[src/rtl/riscv_pkg.sv]
// Shared RV32 pipeline definitions: default widths, forwarding selects, ALU and
// writeback encodings, and the ID/EX control bundle.
package riscv_pkg;

  localparam int DEFAULT_XLEN = 32;
  localparam int DEFAULT_RAW  = 5;

  typedef enum logic [1:0] {
    FWD_REG = 2'b00,
    FWD_WB  = 2'b01,
    FWD_MEM = 2'b10
  } fwd_sel_t;

  localparam logic [2:0] ALU_ADD = 3'b000;
  localparam logic [2:0] ALU_SUB = 3'b001;
  localparam logic [2:0] ALU_AND = 3'b010;
  localparam logic [2:0] ALU_OR  = 3'b011;
  localparam logic [2:0] ALU_SLT = 3'b101;

  localparam logic [1:0] RESULT_ALU = 2'b00;
  localparam logic [1:0] RESULT_MEM = 2'b01;
  localparam logic [1:0] RESULT_PC4 = 2'b10;

  // valid is part of the control bundle so a flush clears it with everything else
  typedef struct packed {
    logic       reg_write;
    logic       mem_write;
    logic       jump;
    logic       branch;
    logic       alu_src;
    logic [1:0] result_src;
    logic [2:0] alu_control;
    logic       valid;
  } ctrl_t;

endpackage

[src/rtl/idex_forward_stage_flopenrc.sv]
// Pipeline register with async reset, synchronous clear and enable.
// Priority: reset > clear > enable.
module flopenrc #(
  parameter int WIDTH = 8
) (
  input  logic             clk,
  input  logic             reset,
  input  logic             en,
  input  logic             clear,
  input  logic [WIDTH-1:0] d,
  output logic [WIDTH-1:0] q
);

  // NOTE: state is written with <= so every flop samples pre-edge values.
  always_ff @(posedge clk or posedge reset) begin
    if (reset)      q <= '0;
    else if (clear) q <= '0;
    else if (en)    q <= d;
  end

endmodule

[src/rtl/idex_forward_stage.sv]
// ID/EX pipeline register with execute-stage operand forwarding and
// branch/jump redirect resolution.
module idex_forward_stage
  import riscv_pkg::*;
#(
  parameter int XLEN = DEFAULT_XLEN,
  parameter int RAW  = DEFAULT_RAW
) (
  input  logic            clk,
  input  logic            reset,
  input  logic            StallE,
  input  logic            FlushE,
  input  logic [XLEN-1:0] RD1D,
  input  logic [XLEN-1:0] RD2D,
  input  logic [XLEN-1:0] PCD,
  input  logic [XLEN-1:0] PCPlus4D,
  input  logic [XLEN-1:0] ImmExtD,
  input  logic [RAW-1:0]  Rs1D,
  input  logic [RAW-1:0]  Rs2D,
  input  logic [RAW-1:0]  RdD,
  input  logic            RegWriteD,
  input  logic            MemWriteD,
  input  logic            JumpD,
  input  logic            BranchD,
  input  logic            ALUSrcD,
  input  logic [1:0]      ResultSrcD,
  input  logic [2:0]      ALUControlD,
  input  logic [1:0]      ForwardAE,
  input  logic [1:0]      ForwardBE,
  input  logic [XLEN-1:0] ALUResultM,
  input  logic [XLEN-1:0] ResultW,
  input  logic            ZeroE,
  output logic [XLEN-1:0] SrcAE,
  output logic [XLEN-1:0] SrcBE,
  output logic [2:0]      ALUControlE,
  output logic [XLEN-1:0] WriteDataE,
  output logic [XLEN-1:0] PCPlus4E,
  output logic [XLEN-1:0] PCTargetE,
  output logic [RAW-1:0]  Rs1E,
  output logic [RAW-1:0]  Rs2E,
  output logic [RAW-1:0]  RdE,
  output logic            RegWriteE,
  output logic            MemWriteE,
  output logic [1:0]      ResultSrcE,
  output logic            PCSrcE,
  output logic            ValidE
);

  typedef struct packed {
    logic [XLEN-1:0] rd1;
    logic [XLEN-1:0] rd2;
    logic [XLEN-1:0] pc;
    logic [XLEN-1:0] pc_plus4;
    logic [XLEN-1:0] imm_ext;
    logic [RAW-1:0]  rs1;
    logic [RAW-1:0]  rs2;
    logic [RAW-1:0]  rd;
  } data_t;

  data_t data_d, data_e;
  ctrl_t ctrl_d, ctrl_e;
  logic  load_en;
  logic [XLEN-1:0] fwd_a, fwd_b;

  assign load_en = ~StallE;

  assign data_d = '{rd1: RD1D, rd2: RD2D, pc: PCD, pc_plus4: PCPlus4D,
                    imm_ext: ImmExtD, rs1: Rs1D, rs2: Rs2D, rd: RdD};

  assign ctrl_d = '{reg_write: RegWriteD, mem_write: MemWriteD, jump: JumpD,
                    branch: BranchD, alu_src: ALUSrcD, result_src: ResultSrcD,
                    alu_control: ALUControlD, valid: 1'b1};

  flopenrc #(.WIDTH($bits(data_t))) u_data_reg (
    .clk   (clk),
    .reset (reset),
    .en    (load_en),
    .clear (FlushE),
    .d     (data_d),
    .q     (data_e)
  );

  flopenrc #(.WIDTH($bits(ctrl_t))) u_ctrl_reg (
    .clk   (clk),
    .reset (reset),
    .en    (load_en),
    .clear (FlushE),
    .d     (ctrl_d),
    .q     (ctrl_e)
  );

  // The reserved select 2'b11 falls into the default and keeps the register value.
  // NOTE: each output is assigned a default first so no path can infer a latch.
  always_comb begin
    fwd_a = data_e.rd1;
    case (fwd_sel_t'(ForwardAE))
      FWD_MEM: fwd_a = ALUResultM;
      FWD_WB:  fwd_a = ResultW;
      default: ;
    endcase
  end

  always_comb begin
    fwd_b = data_e.rd2;
    case (fwd_sel_t'(ForwardBE))
      FWD_MEM: fwd_b = ALUResultM;
      FWD_WB:  fwd_b = ResultW;
      default: ;
    endcase
  end

  assign SrcAE      = fwd_a;
  assign WriteDataE = fwd_b;
  assign SrcBE      = ctrl_e.alu_src ? data_e.imm_ext : fwd_b;
  assign PCTargetE  = data_e.pc + data_e.imm_ext;
  assign PCSrcE     = ctrl_e.jump | (ctrl_e.branch & ZeroE);

  assign ALUControlE = ctrl_e.alu_control;
  assign PCPlus4E    = data_e.pc_plus4;
  assign Rs1E        = data_e.rs1;
  assign Rs2E        = data_e.rs2;
  assign RdE         = data_e.rd;
  assign RegWriteE   = ctrl_e.reg_write;
  assign MemWriteE   = ctrl_e.mem_write;
  assign ResultSrcE  = ctrl_e.result_src;
  assign ValidE      = ctrl_e.valid;

endmodule

[config.mk]
export PLATFORM = sky130hd
export DESIGN_NAME = idex_forward_stage
export DESIGN_NICKNAME = d
export VERILOG_FILES = /design/src/rtl/riscv_pkg.sv /design/src/rtl/idex_forward_stage_flopenrc.sv /design/src/rtl/idex_forward_stage.sv
export SDC_FILE = /design/constraint.sdc
export NUM_CORES = 1
export LEC_CHECK = 0
export ABC_AREA = 0
export CAP_MARGIN = 20
export CELL_PAD_IN_SITES_DETAIL_PLACEMENT = 1
export CELL_PAD_IN_SITES_GLOBAL_PLACEMENT = 2
export CORE_UTILIZATION = 23
export CTS_CLUSTER_DIAMETER = 60
export DETAILED_ROUTE_END_ITERATION = 10
export GPL_ROUTABILITY_DRIVEN = 0
export GPL_TIMING_DRIVEN = 0
export PLACE_DENSITY_LB_ADDON = 0.12
export REMOVE_ABC_BUFFERS = 1
export SLEW_MARGIN = 25
export SYNTH_ARGS = -nofsm -noshare
export SYNTH_HDL_FRONTEND = slang
export SYNTH_SLANG_ARGS = --single-unit
[constraint.sdc]
create_clock -name clk -period 5.56 [get_ports clk]
set_clock_uncertainty 0.1 [all_clocks]
set_input_delay 0.834 -clock clk [delete_from_list [all_inputs] [get_ports clk]]
set_output_delay 0.834 -clock clk [all_outputs]
set_load 0.005 [all_outputs]
* Word level (Yosys, flattened, before mapping) *
Index checks and enable logic that the tools add are counted.

cells by class
  mux-type cells = 7
  bitwise gates (word level) = 2
  add/sub/neg operators = 1
  equal/unequal tests = 5

operator list
  operator              number
  $mux W175             2
  $pmux W32 S2          2
  $add A32 B32 Y32      1
  $mux W32              1
  $mux W11              2
  $eq A2 B1 Y1 const B  2
  $eq A2 B2 Y1 const B  2
  $ne A2 B1 Y1 const B  1
  $and A1 B1 Y1         1
  $or A1 B1 Y1          1

word-level totals
  word-level logic and storage cells = 17
  register bits = 186
  input port bits = 258

* Logic depth before layout (Yosys ltp) *
Gate-level depths: netlist (run 1).

  word-level depth = 3
  gate-level depth with buffers = 10
  mapped depth without buffers = 10

* Modules after synthesis *
Synthesis (run 1) repeated with hierarchy kept, for this count alone.

second synthesis, totals
  cell total of the unflattened synthesis = 1091
  area total of the unflattened synthesis = 10810.4 um^2

by module, submodules not included
  module                  cells each  sequential area each (um^2)  area an instance (um^2)  times used
  flopenrc at u_data_reg  565         4379.2                       7173.1                   1
  idex_forward_stage      490         0.0                          3191.8                   1
  flopenrc at u_ctrl_reg  36          275.3                        445.4                    1

* Worst setup path before layout (run 1) *
No wires, ideal clock.

  kind = register to output
  start = register u_data_reg.q[15]
  end = output port PCTargetE[28]
  path slack = 2020 ps
  cell stages (with the launch flop) = 11
  arrival time = 2606 ps
  cell sequence = dfrtp_1 -> ha_1 -> fa_1 -> a21oi_1 -> o22ai_1 -> o31a_1 -> a211oi_2 -> o211ai_1 -> a21o_1 -> a311oi_2 -> xnor2_1

on the way
  cells in the longest elaborated chain, start to end = 1

RTL lines
  item                    line                               text
  from (decl)             idex_forward_stage_flopenrc.sv:11  output logic [WIDTH-1:0] q
  from (signal assigned)  idex_forward_stage_flopenrc.sv:16  if (reset) q <= '0;
  from (signal assigned)  idex_forward_stage_flopenrc.sv:17  else if (clear) q <= '0;
  from (signal assigned)  idex_forward_stage_flopenrc.sv:18  else if (en) q <= d;
  $add A32 B32 Y32        idex_forward_stage.sv:115          assign PCTargetE = data_e.pc + data_e.imm_ext;
  to (decl)               idex_forward_stage.sv:38           output logic [XLEN-1:0] PCTargetE,

Every way passes these cells.

* Worst setup path after layout (run 1) *
  start = register u_data_reg.q[15]
  end = output port PCTargetE[26]

The elaborated chain is that of the path after synthesis.

==> flow_metrics.py, run 1 <==
metrics = {
    "outcome": {
        "status": "complete, but fails checks",
        "violations": "design-rule violations",
    },
    "synthesis": {
        "synth_edf_count": 0,
        "synthFlopType": "dfrtp_1",
        "ys_types": 44,
        "synth_area_leaders": "dfrtp_1, mux2i_1, nor2_1",
        "avgSynthCellArea_sq_um": 9.616,
        "synth_cells": 1132,
        "synth_most_common_cell": "nor2_1",
        "ys_ff_latch": 186,
        "syn_area_sq_um": 10890,
        "yosysWarningCount": 0,
        "async_flop_share_pct": 100.0,
        "yosys.area.top_type": "dfrtp_1",
        "ys_seq_area_share_pct": 42.76,
        "yosys-top-cells-count": "nor2_1, dfrtp_1, mux2i_1",
        "synth_top_area_share_pct": 42.76,
    },
    "worst_setup_path": {
        "worstSetupStartpointType": "register",
        "arrival_ns": 4.29,
        "end_kind": "output pin",
        "cp_top_family": "compound AO/OA/AOI/OAI gates",
        "worstSetupPathType": "reg -> out",
        "crit_slowest_cell": "clkdlybuf4s50_1",
        "required_ns": 4.63,
        "path_cells": "ha_1, fa_1, a21oi_1, o22ai_1, o31a_1, a211oi_2, nor2_1, a211oi_1, o21ai_0, xor2_1, clkdlybuf4s50_1",
        "cp_max_fo": 4,
        "max_stage_delay_ns": 0.53,
        "path_buf_inv": 1,
    },
    "power_and_ir_drop": {
        "powerDensity_nw_per_um2": 231.7,
        "peakVddDrop_mv": 0.1624,
        "leakagePower_nw": 7.301,
    },
    "finish": {
        "regArea_sq_um": 4658,
        "n_fill_cell": 5326,
        "area_delta_synth_final_pct": 49.43,
        "nNetsFinal": 1769,
        "layout-drive-gt1-share_pct": 5.712,
        "multi_input_area_sq_um": 5544,
        "final_core_util_pct": 34.86,
    },
    "global_route": {
        "grt_max_degree": 98,
        "grt_pass1_wl_um": 66700,
        "grt_pass1_vias": 10452,
        "antenna_found_initial": 8,
        "track_usage_pct": 18.95,
        "globalRoute.totalOverflow": 0,
    },
    "routing": {
        "first_pass_iters": 7,
        "antenna_left": 0,
        "wl_um": 44940,
        "drc": 18,
        "drtIter0Drc": 358,
        "vias": 9669,
        "viasPerCell": 4.609,
        "avgRoutedWirePerCell_um": 21.42,
    },
    "die": {
        "core_area_sq_um": 46650,
        "ios": 442,
        "std_cell_rows": 79,
        "initial_core_util_pct": 23.33,
        "dieWidth_um": 219.6,
        "die_y_um": 219.6,
        "die_area_sq_um": 48200,
    },
    "sta": {
        "tightest_slew_ns": 0.8177,
        "rsz0062_at_grt": "no",
        "fin_crit_ns": 5.228,
        "maxSlewViolCount": 0,
        "hold_viol": 0,
        "finalCritPeriodShare_pct": 94.03,
        "slew_headroom_pct": 44.91,
        "tns_ns": 0,
        "max_freq_ghz": 0.1913,
        "setup_viol": 0,
    },
    "cts": {
        "cts_hold_buf": 0,
        "root_buffer": "clkbuf_16",
        "clockBufferDepth": 2,
        "cts-buffers-inserted": 17,
        "cts_resized": 0,
        "post-cts-setup-buffers": 0,
        "cts_max_level": 4,
        "cts_tree": "yes",
        "path_clk_slew_ns": 0.08,
        "clkSinkCount": 186,
        "clkLatencyLatePin_ns": 0.49,
    },
    "place": {
        "hpwl_um": 33230,
        "numPortBuffers": 441,
    },
    "worst_hold_path": {
        "min_path_type": "reg -> reg",
    },
    "job": {
        "cap_violations": 0,
    },
}
[metal layers]
metal  part of all wire [%]  GRT usage (%)  up-vias  routed length [um]
li1                       -              -     4584                   -
met1                     41          22.33     4814               18620
met2                     50          32.28      216               22670
met3                    6.2          5.811       45                2791
met4                    1.8          6.736       10                 793
met5                   0.15              0        -                  66
[cell usage in the layout, fill, tap and decap left out, types with 2 or more instances in the layout]
cell type          n
and2_1             2
o21bai_1           2
ha_4               2
buf_8              2
nand4_1            4
clkinv_2           2
mux2_2            32
ha_2               2
diode_2            3
clkbuf_16         17
and3_1             4
a211oi_1           2
nand2_1           86
o21ai_0           78
a31oi_1            3
a211oi_2           2
inv_8              4
dfrtp_1          185
inv_1             12
buf_12             2
o211ai_1           6
xor2_1            14
nand3_1            2
xnor2_1           17
nor2_1           202
a21o_1            14
ha_1              31
o21a_1             3
mux2i_1          185
a21oi_1           28
buf_16             7
nor3_1             4
clkdlybuf4s50_1  439
o22ai_1            2
inv_6              8
a22oi_1           64
[registers in the layout, summed over array words and instances, names as in the netlist]
register      cells
u_ctrl_reg.q     11
u_data_reg.q    175
[final timing paths]
kind,start,to,slack [ns],cells after the start
setup / recovery,u_data_reg.q[15],PCTargetE[26],0.33,11
hold / removal,u_data_reg.q[112],u_data_reg.q[112],0.43,2
setup reg to reg,u_ctrl_reg.q[6],u_ctrl_reg.q[6],4.26,2
hold reg to reg,u_data_reg.q[112],u_data_reg.q[112],0.43,2
max in group asynchronous,reset,u_data_reg.q[89],3.96,3
min in group asynchronous,reset,u_data_reg.q[48],0.61,2
[cells by family (layout without fill, tap and decap cells)]
family	Yosys count	in the layout	synth area share [%]
simple gates	311	311	11.24
mux	217	217	20.32
compound gates	212	212	12.39
flops	186	186	42.76
buf+inv	139	495	6.586
fa+ha+maj	36	36	4.207
xor+xnor	31	31	2.494
other cells	0	3	0
[worst reg2reg max path, stage by stage (launching register included)]
cell,delay (ns)
dfrtp_4,0.86
mux2i_1,0.16
nor2_1,0.11
[power by group]
part | switching (W) | internal, W | total [W] | leakage, nW
logic | 0.000428 | 0.000560 | 0.000988 | 4.54
clock network | 0.000645 | 0.000647 | 0.00129 | 0.293
registers | 0.0000604 | 0.00143 | 0.00149 | 2.47
total | 0.00113 | 0.00264 | 0.00377 | 7.30
[cell type report]
type / count / area share (%)
Clock inverter: 14 / 0.8846
Tap cell: 607 / 4.669
Multi-Input combinational cell: 807 / 34.08
Timing Repair Buffer: 450 / 28.63
Clock buffer: 18 / 2.700
Antenna cell: 3 / 0.04615
Inverter: 13 / 0.3462
Sequential cell: 186 / 28.64
[stage by stage]
stage	hold slack (ns)	cells	setup slack, ns	instance area [sq um]	power (W)
final	0.4257	2098	0.3320	16270	0.003769
after global routing	0.4424	2098	0.02981	16270	0.003968
after CTS	0.4351	2095	0.1490	16260	0.003865
after detailed placement	0.4148	2063	0.7348	15680	0.002523
after global placement	0.4020	2054	-5.713	15390	0.002592
after floorplan	0.3891	1006	-0.4311	10220	0.001845
No activity file was read; power rests on OpenSTA's default activity.
==> run 2, diff against run 1 <==
- ABC_AREA: 0 -> not set
==> results of run 2 <==
Final layout, timing and power as in run 1 (identical DEF).
==> run 3, diff against run 2 <==
- CTS_CLUSTER_SIZE: not set -> 20
==> results of run 3 <==
Final layout, timing and power as in run 1 (identical DEF).
